$ cat src/rtl/cakegame_uc_pkg.sv
// Shared constants for the cake game control unit: state codes and
// output-mux select values. The top level and the bench use the state
// codes to decode db_estado.
package cakegame_uc_pkg;

  localparam int ESTADO_W = 4;

  typedef enum logic [ESTADO_W-1:0] {
    INICIAL   = 4'h0,
    PREPARA   = 4'h1,
    MOSTRA    = 4'h2,
    ZERA_SHOW = 4'h3,
    ESPERA    = 4'h4,
    REGISTRA  = 4'h5,
    COMPARA   = 4'h6,
    ACERTO    = 4'h7,
    PROXIMO   = 4'h8,
    ULTIMO    = 4'h9,
    GANHOU    = 4'hA,
    PERDEU    = 4'hB
  } estado_t;

  localparam logic [1:0] SEL_BLANK = 2'd0;
  localparam logic [1:0] SEL_MEM   = 2'd1;
  localparam logic [1:0] SEL_BTN   = 2'd2;

endpackage

$ cat src/rtl/cakegame_uc_if.sv
// Control/status bundle between the control unit and the cake game
// datapath. The control unit (master) drives every clear/enable/select
// and reads the datapath status flags; the datapath (slave) is the
// mirror image. Moore semantics: controls are held for the whole state,
// has_play is a one-cycle pulse, the remaining flags are levels.
interface cakegame_uc_if;
  logic [1:0] out_sel;
  logic       clear_reg;
  logic       enable_reg;
  logic       clear_mem_counter;
  logic       enable_mem_counter;
  logic       clear_show_counter;
  logic       enable_show_counter;
  logic       enable_timeout_counter;
  logic       clear_points_counter;
  logic       enable_points_counter;
  logic       end_mem_counter;
  logic       correct_play;
  logic       has_play;
  logic       end_show;
  logic       half_show;
  logic       timeout;

  modport master (
    output out_sel, clear_reg, enable_reg,
           clear_mem_counter, enable_mem_counter,
           clear_show_counter, enable_show_counter,
           enable_timeout_counter,
           clear_points_counter, enable_points_counter,
    input  end_mem_counter, correct_play, has_play,
           end_show, half_show, timeout
  );

  modport slave (
    input  out_sel, clear_reg, enable_reg,
           clear_mem_counter, enable_mem_counter,
           clear_show_counter, enable_show_counter,
           enable_timeout_counter,
           clear_points_counter, enable_points_counter,
    output end_mem_counter, correct_play, has_play,
           end_show, half_show, timeout
  );
endinterface

$ cat src/rtl/cakegame_uc.sv
// Moore control unit for the cake game. Sequences each round (show item,
// wait for play, register, compare, score) and reports game status.
// Outputs decode from the state register only.
import cakegame_uc_pkg::*;

module cakegame_uc (
  input  logic                clock,
  input  logic                reset,
  input  logic                iniciar,
  input  logic                dificuldade,
  cakegame_uc_if.master       dp,
  output logic                pronto,
  output logic                ganhou,
  output logic                perdeu,
  output logic [ESTADO_W-1:0] db_estado
);

  logic [ESTADO_W-1:0] r_estado;
  logic [ESTADO_W-1:0] w_next;
  logic                w_show_done;
  logic [1:0]          w_out_sel;
  logic                w_clear_reg, w_enable_reg;
  logic                w_clear_mem, w_enable_mem;
  logic                w_clear_show, w_enable_show;
  logic                w_enable_timeout;
  logic                w_clear_points, w_enable_points;
  logic                w_pronto, w_ganhou, w_perdeu;

  // Difficulty picks which show-timer flag ends the display phase.
  assign w_show_done = dificuldade ? dp.half_show : dp.end_show;

  // State register; reset returns to INICIAL without waiting for a clock.
  always_ff @(posedge clock or posedge reset) begin
    if (reset) r_estado <= INICIAL;
    else       r_estado <= w_next;
  end

  // Next-state logic; unused codes fall back to INICIAL.
  always_comb begin
    w_next = INICIAL;
    case (r_estado)
      INICIAL:   w_next = iniciar ? PREPARA : INICIAL;
      PREPARA:   w_next = MOSTRA;
      MOSTRA:    w_next = w_show_done ? ZERA_SHOW : MOSTRA;
      ZERA_SHOW: w_next = ESPERA;
      ESPERA: begin
        // A play arriving together with the timeout still counts.
        if (dp.has_play)     w_next = REGISTRA;
        else if (dp.timeout) w_next = PERDEU;
        else                 w_next = ESPERA;
      end
      REGISTRA:  w_next = COMPARA;
      COMPARA: begin
        if (!dp.correct_play)        w_next = PERDEU;
        else if (dp.end_mem_counter) w_next = ULTIMO;
        else                         w_next = ACERTO;
      end
      ACERTO:    w_next = PROXIMO;
      // PROXIMO also covers the sync ROM latency after the address bump.
      PROXIMO:   w_next = MOSTRA;
      ULTIMO:    w_next = GANHOU;
      GANHOU:    w_next = iniciar ? PREPARA : GANHOU;
      PERDEU:    w_next = iniciar ? PREPARA : PERDEU;
      default:   w_next = INICIAL;
    endcase
  end

  // Moore output decode; anything not named for a state stays low.
  always_comb begin
    w_out_sel        = SEL_BLANK;
    w_clear_reg      = 1'b0;
    w_enable_reg     = 1'b0;
    w_clear_mem      = 1'b0;
    w_enable_mem     = 1'b0;
    w_clear_show     = 1'b0;
    w_enable_show    = 1'b0;
    w_enable_timeout = 1'b0;
    w_clear_points   = 1'b0;
    w_enable_points  = 1'b0;
    w_pronto         = 1'b0;
    w_ganhou         = 1'b0;
    w_perdeu         = 1'b0;
    case (r_estado)
      PREPARA: begin
        w_clear_reg    = 1'b1;
        w_clear_mem    = 1'b1;
        w_clear_show   = 1'b1;
        w_clear_points = 1'b1;
      end
      MOSTRA: begin
        w_out_sel     = SEL_MEM;
        w_enable_show = 1'b1;
      end
      ZERA_SHOW: w_clear_show = 1'b1;
      ESPERA: begin
        w_out_sel        = SEL_BTN;
        w_enable_timeout = 1'b1;
      end
      REGISTRA: begin
        w_out_sel    = SEL_BTN;
        w_enable_reg = 1'b1;
      end
      COMPARA: w_out_sel = SEL_BTN;
      ACERTO: begin
        w_enable_points = 1'b1;
        w_enable_mem    = 1'b1;
      end
      PROXIMO: w_clear_reg     = 1'b1;
      ULTIMO:  w_enable_points = 1'b1;
      // Score counter is left alone here so the final score stays visible.
      GANHOU: begin
        w_pronto = 1'b1;
        w_ganhou = 1'b1;
      end
      PERDEU: begin
        w_pronto = 1'b1;
        w_perdeu = 1'b1;
      end
      default: ;
    endcase
  end

  assign dp.out_sel                = w_out_sel;
  assign dp.clear_reg              = w_clear_reg;
  assign dp.enable_reg             = w_enable_reg;
  assign dp.clear_mem_counter      = w_clear_mem;
  assign dp.enable_mem_counter     = w_enable_mem;
  assign dp.clear_show_counter     = w_clear_show;
  assign dp.enable_show_counter    = w_enable_show;
  assign dp.enable_timeout_counter = w_enable_timeout;
  assign dp.clear_points_counter   = w_clear_points;
  assign dp.enable_points_counter  = w_enable_points;
  assign pronto                    = w_pronto;
  assign ganhou                    = w_ganhou;
  assign perdeu                    = w_perdeu;
  assign db_estado                 = r_estado;

endmodule

$ cat src/flat_wrapper.sv
// flat-port wrapper written by rule: the top's interface ports become plain ports
module cakegame_uc_flat 
  (clock, reset, iniciar, dificuldade, pronto, ganhou, perdeu, db_estado, dp_out_sel, dp_clear_reg, dp_enable_reg, dp_clear_mem_counter, dp_enable_mem_counter, dp_clear_show_counter, dp_enable_show_counter, dp_enable_timeout_counter, dp_clear_points_counter, dp_enable_points_counter, dp_end_mem_counter, dp_correct_play, dp_has_play, dp_end_show, dp_half_show, dp_timeout);
  cakegame_uc_if dp_i ();
  input  logic clock;
  input  logic reset;
  input  logic iniciar;
  input  logic dificuldade;
  output logic pronto;
  output logic ganhou;
  output logic perdeu;
  output logic [ESTADO_W-1:0] db_estado;
  output wire logic [$bits(dp_i.out_sel)-1:0] dp_out_sel;
  output wire logic [$bits(dp_i.clear_reg)-1:0] dp_clear_reg;
  output wire logic [$bits(dp_i.enable_reg)-1:0] dp_enable_reg;
  output wire logic [$bits(dp_i.clear_mem_counter)-1:0] dp_clear_mem_counter;
  output wire logic [$bits(dp_i.enable_mem_counter)-1:0] dp_enable_mem_counter;
  output wire logic [$bits(dp_i.clear_show_counter)-1:0] dp_clear_show_counter;
  output wire logic [$bits(dp_i.enable_show_counter)-1:0] dp_enable_show_counter;
  output wire logic [$bits(dp_i.enable_timeout_counter)-1:0] dp_enable_timeout_counter;
  output wire logic [$bits(dp_i.clear_points_counter)-1:0] dp_clear_points_counter;
  output wire logic [$bits(dp_i.enable_points_counter)-1:0] dp_enable_points_counter;
  input wire logic [$bits(dp_i.end_mem_counter)-1:0] dp_end_mem_counter;
  input wire logic [$bits(dp_i.correct_play)-1:0] dp_correct_play;
  input wire logic [$bits(dp_i.has_play)-1:0] dp_has_play;
  input wire logic [$bits(dp_i.end_show)-1:0] dp_end_show;
  input wire logic [$bits(dp_i.half_show)-1:0] dp_half_show;
  input wire logic [$bits(dp_i.timeout)-1:0] dp_timeout;
  assign dp_out_sel = dp_i.out_sel;
  assign dp_clear_reg = dp_i.clear_reg;
  assign dp_enable_reg = dp_i.enable_reg;
  assign dp_clear_mem_counter = dp_i.clear_mem_counter;
  assign dp_enable_mem_counter = dp_i.enable_mem_counter;
  assign dp_clear_show_counter = dp_i.clear_show_counter;
  assign dp_enable_show_counter = dp_i.enable_show_counter;
  assign dp_enable_timeout_counter = dp_i.enable_timeout_counter;
  assign dp_clear_points_counter = dp_i.clear_points_counter;
  assign dp_enable_points_counter = dp_i.enable_points_counter;
  assign dp_i.end_mem_counter = dp_end_mem_counter;
  assign dp_i.correct_play = dp_correct_play;
  assign dp_i.has_play = dp_has_play;
  assign dp_i.end_show = dp_end_show;
  assign dp_i.half_show = dp_half_show;
  assign dp_i.timeout = dp_timeout;
  cakegame_uc u_core (.clock(clock), .reset(reset), .iniciar(iniciar), .dificuldade(dificuldade), .dp(dp_i), .pronto(pronto), .ganhou(ganhou), .perdeu(perdeu), .db_estado(db_estado));
endmodule
$ cat config.mk
export PLATFORM = sky130hd
export DESIGN_NAME = cakegame_uc_flat
export DESIGN_NICKNAME = d
export VERILOG_FILES = /design/src/rtl/cakegame_uc_pkg.sv /design/src/rtl/cakegame_uc_if.sv /design/src/rtl/cakegame_uc.sv /design/src/flat_wrapper.sv
export SDC_FILE = /design/constraint.sdc
export NUM_CORES = 1
export LEC_CHECK = 0
export CAP_MARGIN = 10
export CORE_AREA = 10 10 47 49
export CTS_CLUSTER_DIAMETER = 200
export DETAILED_ROUTE_END_ITERATION = 12
export DIE_AREA = 0 0 57 59
export DONT_BUFFER_PORTS = 1
export HOLD_SLACK_MARGIN = 0.1
export PLACE_DENSITY = 0.53
export SLEW_MARGIN = 20
export SYNTH_ARGS = -nofsm -noshare
export SYNTH_HDL_FRONTEND = slang
export SYNTH_SLANG_ARGS = --single-unit
$ cat constraint.sdc
create_clock -name clock -period 3.5 [get_ports clock]
set_clock_uncertainty 0.05 [all_clocks]
set_input_delay 0.7 -clock clock [delete_from_list [all_inputs] [get_ports clock]]
set_output_delay 0.7 -clock clock [all_outputs]
set_load 0.1 [all_outputs]
==> flow_summary.json, run 1 <==
{
  "netlist_area_sq_um": 430,
  "cp.required_ps": 2750,
  "dieArea_sq_um": 3360,
  "cts_max_level": 1,
  "synth_largest_area_cell": "dfrtp_1",
  "synth.area.top_cells": "dfrtp_1 23%, nor2_1 6.1%, a21oi_1 5.8%",
  "yosysWarnings": 0,
  "crit_type": "flip-flop to primary output",
  "max_slew_margin": 0.589,
  "fillers": 145,
  "cts_tree": "yes",
  "area_growth_pct": 64.8,
  "io_pins": 28,
  "wl_met2_um": 689,
  "die_x_um": 57,
  "wl_um": 1390,
  "avgSynthCellArea_sq_um": 7.55,
  "initial_utilization": 0.307,
  "rsz0062_at_grt": "no",
  "critical_path_arrival_ps": 1890,
  "synth_cell_types": 28,
  "drive_gt1_frac": 0.548,
  "route.met3.wl_um": 150,
  "netlist.area_leader.share": 0.233,
  "grt_max_degree": 17,
  "core_area_sq_um": 1400,
  "yosysMostFrequentCell": "nor2_1",
  "clk_pin_slew_worst_paths_ps": 40,
  "drtPass1Iterations": 4,
  "grt_pass1_vias": 500,
  "max-cap-violations": 0,
  "overflow": 0,
  "finalMaxSlewViolations": 0,
  "synth_cells": 57,
  "wl_met1_um": 551,
  "period_share": 0.754,
  "io_buffers": 0,
  "path_max_fanout": 13,
  "rows": 14,
  "fin_cells": 89,
  "synth_edf_count": 0,
  "ys_seq_elements": 4,
  "via_per_inst": 5.37,
  "nets": 85,
  "seq_area_sq_um": 103,
  "worstMarginPinSlew_ps": 616,
  "grt_pass1_wl_um": 2290,
  "multi_input_area_sq_um": 350,
  "gp_congestion": 0.812,
  "reg2reg_depth": 5,
  "clk_latency_ps": 240,
  "detailedPlacementHpwl_um": 1120,
  "n_antenna_cell": 0,
  "final_core_util": 0.506,
  "dp.cells": 86,
  "ant_nets": 0,
  "highest_layer": "met3",
  "synth_flop_cell": "dfrtp_1",
  "cts.sinks": 4,
  "cts_hold_buf": 0,
  "status": "completed",
  "numCtsBuffers": 3,
  "cts_resized": 0,
  "layout_min_cycle_time_ps": 2640,
  "synthArstFlopShare": 1.00,
  "antenna_found_initial": 0,
  "grt_usage": 0.0823,
  "vias": 478,
  "root_buffer": "clkbuf_4",
  "drc": 0,
  "synthTopCellsByCount": "7 x nor2_1, 6 x nand2_1, 5 x a21oi_1, 5 x nor3_1, 4 x dfrtp_1",
  "drt-wirelength-per-cell_um": 15.6,
  "end_kind": "primary output",
  "hold_viol_final": 0,
  "synth_nets": 67,
  "worstHoldPathType": "input pin to async pin",
  "synth-seq-area-share": 0.233,
  "fmax_mhz": 379,
  "drtIter0Drc": 6,
  "largest_reg_flops": 4,
  "postCtsSetupBuffers": 0,
  "fp.dieH_um": 59,
  "critPathLaunchType": "flip-flop",
  "setup_viol": 0,
  "r2r_setup_slack_ps": 1590,
  "max-clock-path-buffers": 2
}
[worst max-delay path: stages (launching register included)]
cell	delay, ps
dfrtp_1	730
nand2b_1	380
nor2_1	100
a21oi_1	160
nor2_2	40
buf_4	230
[metal layers]
layer | GRT usage | up-vias
met3 | 0.0408 | 0
met2 | 0.126 | 19
met5 | 0 | -
li1 | - | 236
met4 | 0.0302 | 0
met1 | 0.0968 | 223
[cell type report]
cell class | instances | area share
clock buffer | 3 | 0.0317
inverter | 3 | 0.0159
multi-input combinational | 45 | 0.494
sequential | 4 | 0.145
tap | 16 | 0.0282
timing repair buffer | 18 | 0.286
[cell families (layout without fill, tap and decap cells)]
logic type | after synthesis | in the layout | synth area share
simple gates | 28 | 28 | 0.328
mux | 1 | 1 | 0.0262
flops | 4 | 4 | 0.233
xor+xnor | 1 | 1 | 0.0204
buf+inv | 8 | 24 | 0.142
compound gates | 15 | 15 | 0.250
[path summary, 6_finish.rpt]
check	startpoint	to
worst min-delay path	reset	u_core.db_estado[3]
worst min register to register	u_core.db_estado[1]	u_core.db_estado[3]
max in group asynchronous	reset	u_core.db_estado[1]
worst max register to register	u_core.db_estado[3]	u_core.db_estado[0]
min in group clock	iniciar	u_core.db_estado[1]
worst max-delay path	u_core.db_estado[3]	dp_enable_points_counter
[metrics by stage]
step / hold WS [ps] / worst slack (ps) / TNS [ps] / instance area [sq um]
after floorplan: 416 / -580 / -1240 / 460
after global placement: 430 / 1130 / 0 / 687
after detailed placement: 431 / 1110 / 0 / 687
after CTS: 174 / 842 / 0 / 709
after global routing: 189 / 702 / 0 / 709
final: 178 / 860 / 0 / 709
[cells in the final DEF, fill, tap and decap left out, drive strengths merged, types with 2 or more instances in the layout]
cell / netlist / routed
nand2b: 3 / 3
a21oi: 6 / 6
inv: 3 / 3
nand2: 6 / 6
nor3: 6 / 6
o21ai: 2 / 2
buf: 4 / 16
clkbuf: 0 / 5
nor2: 8 / 8
nor2b: 2 / 2
dfrtp: 4 / 4
o21a: 2 / 2
Power of run 1 is not shown: default switching activity piles up to over one toggle a cycle in this logic, so the estimate is an artifact.
==> run 2, diff against run 1 <==
--- a/config.mk
+++ b/config.mk
@@ -12,7 +12,7 @@
 export DIE_AREA = 0 0 57 59
 export DONT_BUFFER_PORTS = 1
 export HOLD_SLACK_MARGIN = 0.1
-export PLACE_DENSITY = 0.53
+export PLACE_DENSITY = 0.55
 export SLEW_MARGIN = 20
 export SYNTH_ARGS = -nofsm -noshare
 export SYNTH_HDL_FRONTEND = slang
==> constraint.sdc (replaced) <==
create_clock -name clock -period 2.2 [get_ports clock]
set_clock_uncertainty 0.05 [all_clocks]
set_input_delay 0.44 -clock clock [delete_from_list [all_inputs] [get_ports clock]]
set_output_delay 0.44 -clock clock [all_outputs]
set_load 0.1 [all_outputs]
==> run 2 against run 1 <==
Hold slack improved by 160 ps. Wire length increased by 4.3%. Final area increased by 25%. Die area unchanged.
==> flow_summary.json, run 2 (synthesis results as in run 1) <==
{
  "die_x_um": 57,
  "vias": 496,
  "status": "completed",
  "grt_pass1_vias": 533,
  "crit_type": "flip-flop to primary output",
  "path_max_fanout": 13,
  "wl_um": 1450,
  "period_share": 0.947,
  "drtIter0Drc": 15,
  "gp_congestion": 0.828,
  "fmax_mhz": 480,
  "finalInstanceArea_sq_um": 887,
  "path_cells": "nand2b_1 -> nor2_1 -> a21oi_1 -> nor2_2 -> buf_12",
  "mostFrequentLayoutCells": "12 x buf_12, 8 x buf_4, 6 x nor3_4, 6 x nand2_1",
  "core_area_sq_um": 1400,
  "drive_gt1_frac": 0.584,
  "max-clock-path-buffers": 2,
  "r2r_setup_slack_ps": 480,
  "initial_utilization": 0.307,
  "hold_viol_final": 0,
  "n_antenna_cell": 0,
  "grt_max_degree": 17,
  "pre_cts_ws_ps": 357,
  "numCtsBuffers": 3,
  "critPathLaunchType": "flip-flop",
  "ant_nets": 0,
  "drtPass1Iterations": 4,
  "drt-wirelength-per-cell_um": 15.6,
  "clk_pin_slew_worst_paths_ps": 40,
  "finalMaxSlewViolations": 0,
  "io_buffers": 0,
  "max_stage_delay_ps": 570,
  "min_from": "iniciar",
  "cts_resized": 0,
  "layout_commonest_cell": "buf_12",
  "area_growth_pct": 106,
  "setup_slack_ps": 117,
  "placed_area_sq_um": 855,
  "overflow": 0,
  "postCtsSetupBuffers": 0,
  "slowest_stage": "dfrtp_4",
  "clk_latency_ps": 230,
  "io_pins": 28,
  "worstMarginPinSlew_ps": 471,
  "rows": 14,
  "r2r_end": "u_core.db_estado[0]",
  "final_core_util": 0.633,
  "cts_max_level": 1,
  "met1_usage": 0.0939,
  "cts.sinks": 4,
  "drc": 0,
  "antenna_found_initial": 0,
  "largest_reg_flops": 4,
  "worstHoldPathType": "input pin to flip-flop",
  "setup_viol": 0,
  "end_kind": "primary output",
  "rsz0062_at_grt": "no",
  "cts_hold_buf": 1,
  "crit_start": "u_core.db_estado[3]",
  "use_met2": 0.143,
  "reg2reg_from": "u_core.db_estado[3]",
  "grt_pass1_wl_um": 2460,
  "max-cap-violations": 0,
  "top_usage_layer": "met2",
  "fp.dieH_um": 59,
  "nets": 89,
  "reg2reg_depth": 5,
  "cp.required_ps": 1710,
  "detailedPlacementHpwl_um": 1200,
  "hold_end": "u_core.db_estado[1]",
  "grt_usage": 0.0873,
  "grt_use_met3": 0.0536,
  "tns_ps": 0,
  "layout_min_cycle_time_ps": 2080,
  "cts_tree": "yes",
  "hold_depth": 1,
  "dieArea_sq_um": 3360,
  "root_buffer": "clkbuf_4",
  "critical_path_arrival_ps": 1590,
  "via_per_inst": 5.33,
  "max_slew_margin": 0.686
}
## run 2: changes by cell type in the layout (fill, tap and decap cells not counted), sizes merged
cell,before,now
clkbuf,5,3
buf,16,21
dlygate4sd3,0,1
## run 2: how the worst max path moves through the flow
stage	end	slack (ps)
after floorplan	dp_clear_points_counter	-610
after global placement	pronto	400
after detailed placement	dp_enable_points_counter	360
after CTS	dp_enable_points_counter	100
after global routing	dp_enable_points_counter	10
final	dp_enable_points_counter	120
## run 2: per-layer routing
metal  up-vias  part of all wire
met5         -                 0
met4         0                 0
met3         0              0.15
met2        30              0.49
met1       223              0.36
li1        243                 -
## run 2: worst max-delay path, delay by kind of cell, from the launching register on
family                 cells  cell delay (ps)
and+or+nand+nor            3              510
AOI/OAI and AO/OA          1               80
DFF                        1              570
buffers and inverters      1              190
## run 2: cell type report
class | count | area [sq um]
Multi-Input combinational cell | 45 | 383
Fill cell | 117 | 514
Timing Repair Buffer | 22 | 338
Inverter | 3 | 11.3
Sequential cell | 4 | 113
Clock buffer | 3 | 22.5
Tap cell | 16 | 20.0
## run 2: metrics by stage
step,hold slack [ps],cells
2_1_floorplan,156,57
3_3_place_gp,170,89
3_5_place_dp,168,89
4_1_cts,337,93
5_1_grt,350,93
6_report,342,93
Power of run 2 is left out for the same reason.
